--- config.mk ---
export PLATFORM = sky130hd
export DESIGN_NAME = dsd_operand_sequencer
export DESIGN_NICKNAME = d
export VERILOG_FILES = /design/src/rtl/dsd_operand_sequencer.sv
export SDC_FILE = /design/constraint.sdc
export NUM_CORES = 1
export LEC_CHECK = 0
export ABC_AREA = 1
export CAP_MARGIN = 5
export CELL_PAD_IN_SITES_DETAIL_PLACEMENT = 1
export CELL_PAD_IN_SITES_GLOBAL_PLACEMENT = 1
export CORE_UTILIZATION = 30
export CTS_CLUSTER_DIAMETER = 120
export DETAILED_ROUTE_END_ITERATION = 12
export GPL_TIMING_DRIVEN = 0
export PLACE_DENSITY_LB_ADDON = 0.1
export SLEW_MARGIN = 15
export SYNTH_ARGS = -nofsm -noshare
export SYNTH_HDL_FRONTEND = slang
export SYNTH_SLANG_ARGS = --single-unit
--- constraint.sdc ---
create_clock -name clk -period 6.5 [get_ports clk]
set_clock_uncertainty 0.15 [all_clocks]
set_input_delay 1.3 -clock clk [delete_from_list [all_inputs] [get_ports clk]]
set_output_delay 1.3 -clock clk [all_outputs]
set_load 0.01 [all_outputs]
--- src/rtl/dsd_operand_sequencer.sv ---
// Operand sequencer feeding the 16-bit double/clear datapath: buffers {op, data}
// words in a small FIFO and presents each one, with its selects, for a fixed settle window.
module dsd_operand_sequencer #(
    parameter int WIDTH  = 16,
    parameter int DEPTH  = 4,
    parameter int SETTLE = 2
) (
    input  logic                       clk,
    input  logic                       rst_n,
    input  logic [WIDTH-1:0]           in_data,
    input  logic [1:0]                 in_op,
    input  logic                       in_valid,
    output logic                       in_ready,
    output logic [WIDTH-1:0]           out_data,
    output logic                       sel_1_2,
    output logic                       sel_3,
    output logic                       issue,
    output logic                       busy,
    output logic [$clog2(DEPTH+1)-1:0] fifo_count
);

    localparam int PW = $clog2(DEPTH);
    localparam int CW = $clog2(DEPTH + 1);
    localparam int SW = $clog2(SETTLE + 1);
    localparam logic [CW-1:0] FULL_COUNT  = CW'(DEPTH);
    localparam logic [SW-1:0] SETTLE_LOAD = SW'(SETTLE);

    typedef enum logic [1:0] {
        ST_IDLE,
        ST_ISSUE,
        ST_SETTLE
    } state_t;

    state_t           state;
    logic [SW-1:0]    settle_cnt;
    logic [WIDTH+1:0] mem [DEPTH];
    logic [PW-1:0]    wr_ptr;
    logic [PW-1:0]    rd_ptr;
    logic [CW-1:0]    count;
    logic [WIDTH+1:0] head;
    logic             push;
    logic             pop;
    logic             nonempty;

    assign in_ready   = (count < FULL_COUNT);
    assign fifo_count = count;
    assign nonempty   = (count != '0);
    assign push       = in_valid && in_ready;
    assign head       = mem[rd_ptr];

    // The head is only taken from IDLE or on the last settle cycle, so a word
    // pushed this edge is never visible to the same-edge pop decision.
    assign pop = nonempty &&
                 ((state == ST_IDLE) ||
                  ((state == ST_SETTLE) && (settle_cnt == SW'(1))));

    // Storage carries no reset; the pointers and count define what is valid.
    always_ff @(posedge clk) begin
        if (push) begin
            mem[wr_ptr] <= {in_op, in_data};
        end
    end

    always_ff @(posedge clk or negedge rst_n) begin
        if (!rst_n) begin
            wr_ptr <= '0;
            rd_ptr <= '0;
            count  <= '0;
        end else begin
            if (push) begin
                wr_ptr <= wr_ptr + 1'b1;
            end
            if (pop) begin
                rd_ptr <= rd_ptr + 1'b1;
            end
            case ({push, pop})
                2'b10:   count <= count + 1'b1;
                2'b01:   count <= count - 1'b1;
                default: count <= count;
            endcase
        end
    end

    // Sequencing FSM; operand and selects only move on a pop edge.
    always_ff @(posedge clk or negedge rst_n) begin
        if (!rst_n) begin
            state      <= ST_IDLE;
            settle_cnt <= '0;
            issue      <= 1'b0;
            busy       <= 1'b0;
            out_data   <= '0;
            sel_1_2    <= 1'b0;
            sel_3      <= 1'b0;
        end else begin
            issue <= 1'b0;
            case (state)
                ST_IDLE: begin
                    if (pop) begin
                        state <= ST_ISSUE;
                        issue <= 1'b1;
                        busy  <= 1'b1;
                    end
                end
                ST_ISSUE: begin
                    state      <= ST_SETTLE;
                    settle_cnt <= SETTLE_LOAD;
                end
                ST_SETTLE: begin
                    if (settle_cnt == SW'(1)) begin
                        if (pop) begin
                            state <= ST_ISSUE;
                            issue <= 1'b1;
                        end else begin
                            state <= ST_IDLE;
                            busy  <= 1'b0;
                        end
                    end else begin
                        settle_cnt <= settle_cnt - 1'b1;
                    end
                end
                default: begin
                    state <= ST_IDLE;
                    busy  <= 1'b0;
                end
            endcase
            if (pop) begin
                out_data <= head[WIDTH-1:0];
                sel_1_2  <= head[WIDTH];
                sel_3    <= head[WIDTH+1];
            end
        end
    end

endmodule

==> impl_results.md <==
* Max-cap viol count at 0
* Synth cell types at 24
* Vias per cell at between 4 and 5
* Port bufs at 44
* Max Buffers Root-to-Sink at 2
* Yosys reg bits at between 100 and 150
* Hold_buf cts at 0
* Dpl hpwl at 6160 um
* Fmax at 0.330 GHz
* Die Y-Extent at ~120 um
* Router iterations before antenna repair at 4
* Max_slew headroom at between 50 and 60%
* CTS sink count at 103
* CP Class: in -> reg
* Total Die Area at 14,300 um^2
* R2r worst-path depth at 13
* DRT iter0 DRCs at 51
* Share of layout cells above drive strength 1 at 9.95%
* # resized after CTS at 0
* H-tree depth at 3
* Tcrit/Tclk final at between 40% and 50%
* Commonest non-fill, non-tap cell in the layout: nand2_1
* Min-delay src: out_data[8]
* Yosys top cell area share at 52.0%
* Seq/Total Area, Yosys at 70.7%
* Most frequent cells in the layout: 83 x nand2_1, 74 x nor2_1, 72 x edfxtp_1
* GPL Wtd Cong at around 0.70
* NetSw at 0.911 mW
* Gate Count Post-Synth at 361
* Critical path's largest stage delay at 400 ps
* Core Footprint at 13,400 um^2
* Setup ws final at between 3000 and 4000 ps
* Gate power share at between 40 and 50%
* R2R setup slack at 4090 ps
* Sequential power share at 37.3%
* LEAKAGE at 2.06 nW
* CTS tree: done
* Vias in the first global route at between 2,000 and 3,000
* Antenna Diode Count at 0
* Post-layout total power at 2.55 mW
* R2R Path End: fifo_count[2]
* Post-CTS Setup Inserts at 0
* Largest net degree at the start of global routing at 32
* Crit path DAT at roughly 3100 ps
* Largest cells by area after synthesis: edfxtp_1 52%, dfrtp_1 19%, nand2_1 7.5%, nor2_1 7.0%, o21ai_1 3.6%
* HP Class: reg -> reg
* Row cnt at 42
* Drt drc at 0
* Antenna Nets Post-Route at 0
* Worst-margin pin slew at approximately 750 ps
* GRT Overall Usage at between 10% and 20%
* Clk Latency, worst-skew pair at 350 ps
* RSZ-0062 raised after global routing: no
* Sw Ratio at 35.7%
* Peak supply drop at 150 uV
* Cells on Worst Hold Path at 2
* Final net count at roughly 450
* Kind of cell adding the most delay to the critical path: adder cells
* Drt wl/cell at around 16 um
* Warnings, synthesis at 0
* Per-instance average area after synthesis at 11.5 um^2
* Hold endpoint: out_data[8]
* Critical path cell sequence: clkdlybuf4s50_1 -> nand2_1 -> ha_1 -> inv_1 -> fa_1 -> a21oi_1 -> o21ai_0 -> xor2_1
* CP Capture Type: register
* Congestion Overflow GR at 0
* Fin. Hold Viols at 0
* Final Util at between 30 and 40%
* WL final at 9480 um
* Min Tclk post-route at 3030 ps
* CP bufs+invs at 2
* Max stage delay cell, worst path: clkdlybuf4s50_1
* Syn_nets at 389
* CP max FO at 8
* Worst Path Required at 6580 ps
* CTS Buf Count at 9
* Internal at 1.64 mW
* Worst r2r src: settle_cnt[1]
* Area leader, netlist: edfxtp_1
* Initial core utilization at 31.0%
* Area Overhead vs Synth at 24.3%
* Power per cell area at 494 nW/um^2
* Startpoint types: input port
* Antenna violations before repair at 0
* # setup viols final at 0
* Reg clk slew, reported paths at 70 ps
* Clk pwr share at 22.0%
* Die X at 120 um
* Via Count at 2,585
* Root Buffer: clkbuf_16
* Setup tns final at 0 ps
* First-pass GRT wire length at 15,500 um
* # fillers at between 1,000 and 1,500
* Pre-CTS setup slack at between 3000 and 4000 ps
* Mapped Area at about 4200 um^2
* # IOs at 45
* Status: completed
* Fin. max-slew vios at 0
-- area by class of cell --
cell class,count,area (um^2),share of cell area (%)
Buffer,15,148,2.86
Clock buffer,10,229,4.43
Clock inverter,5,73.8,1.43
Inverter,20,75.1,1.45
Multi-Input combinational cell,223,1010,19.7
Sequential cell,103,2940,56.9
Tap cell,176,220,4.26
Timing Repair Buffer,46,465,9.01
-- cells by family (layout without fill, tap and decap cells) --
family	Yosys count	in the layout	synth area share (%)
DFF	103	103	70.7
and+or+nand+nor	167	167	15.4
xor gates and xnor gates	3	3	0.632
adders and majority gates	7	7	2.29
buffers and inverters	35	96	5.36
AOI/OAI and AO/OA	46	46	5.66
-- power by group through the flow --
stage	logic, mW	clock network, mW	registers, mW
finish	1.04	0.561	0.951
global route	1.19	0.600	0.971
CTS	1.07	0.575	0.953
detailed placement	1.06	0	0.966
global placement	1.03	0	0.964
floorplan	0.617	0	0.986
-- through the flow --
stage	hold slack (ps)	cell area [um^2]	instances
after floorplan	303	4160	361
after global placement	312	4820	581
after detailed placement	316	4860	583
after CTS	334	5160	598
after global routing	364	5160	598
final	326	5160	598
-- state kept, by name (all words and copies together), names as in the netlist --
signal / flops
fifo_count: 3
issue: 1
rd_ptr: 2
settle_cnt: 2
state: 2
sel_3: 1
sel_1_2: 1
out_data: 16
mem: 72
busy: 1
wr_ptr: 2
-- cells in the mapped netlist --
| library cell | count |
|---|---|
| nand2_1 | 83 |
| edfxtp_1 | 72 |
| ha_1 | 6 |
| buf_4 | 2 |
| buf_6 | 6 |
| dfrtp_1 | 31 |
| buf_8 | 3 |
| nor2_1 | 78 |
| fa_1 | 1 |
| o31ai_1 | 1 |
| o21ai_0 | 11 |
| o211ai_1 | 1 |
| xor2_1 | 2 |
| xnor2_1 | 1 |
| o21ai_1 | 30 |
| nand2_2 | 1 |
| nor3_1 | 1 |
| nor2_2 | 2 |
| a21oi_1 | 3 |
| clkbuf_2 | 1 |
| inv_2 | 4 |
| nand3_1 | 2 |
| inv_1 | 16 |
| buf_2 | 3 |
-- how the worst max path moves through the flow --
| stage | start | endpoint | slack (ps) | cells after the start |
|---|---|---|---|---|
| floorplan | in_valid | mem[0][0] | 3700 | 2 |
| global placement | in_valid | mem[1][6] | 2350 | 3 |
| detailed placement | in_valid | mem[0][8] | 3080 | 4 |
| CTS | in_valid | mem[0][0] | 3440 | 4 |
| global route | in_valid | fifo_count[2] | 3300 | 8 |
| finish | in_valid | fifo_count[2] | 3470 | 8 |
-- worst register-to-register path, stage by stage, from the launching register on --
cell,delay [ps]
dfrtp_1,370
inv_1,60
ha_1,130
inv_1,50
a21oi_1,180
nand2_2,130
inv_2,100
buf_6,140
ha_1,150
inv_1,70
fa_1,380
a21oi_1,140
o21ai_0,110
xor2_1,150
-- layer usage --
| layer | routed length, um | global-route usage (%) | vias up |
|---|---|---|---|
| met1 | 4720 | 19.5 | 1230 |
| met2 | 4350 | 23.5 | 36 |
| met3 | 235 | 3.42 | 10 |
| met4 | 173 | 6.09 | 0 |
| met5 | 0 | 0 | - |
| li1 | - | - | 1309 |
No activity file was read; power rests on OpenSTA's default activity.
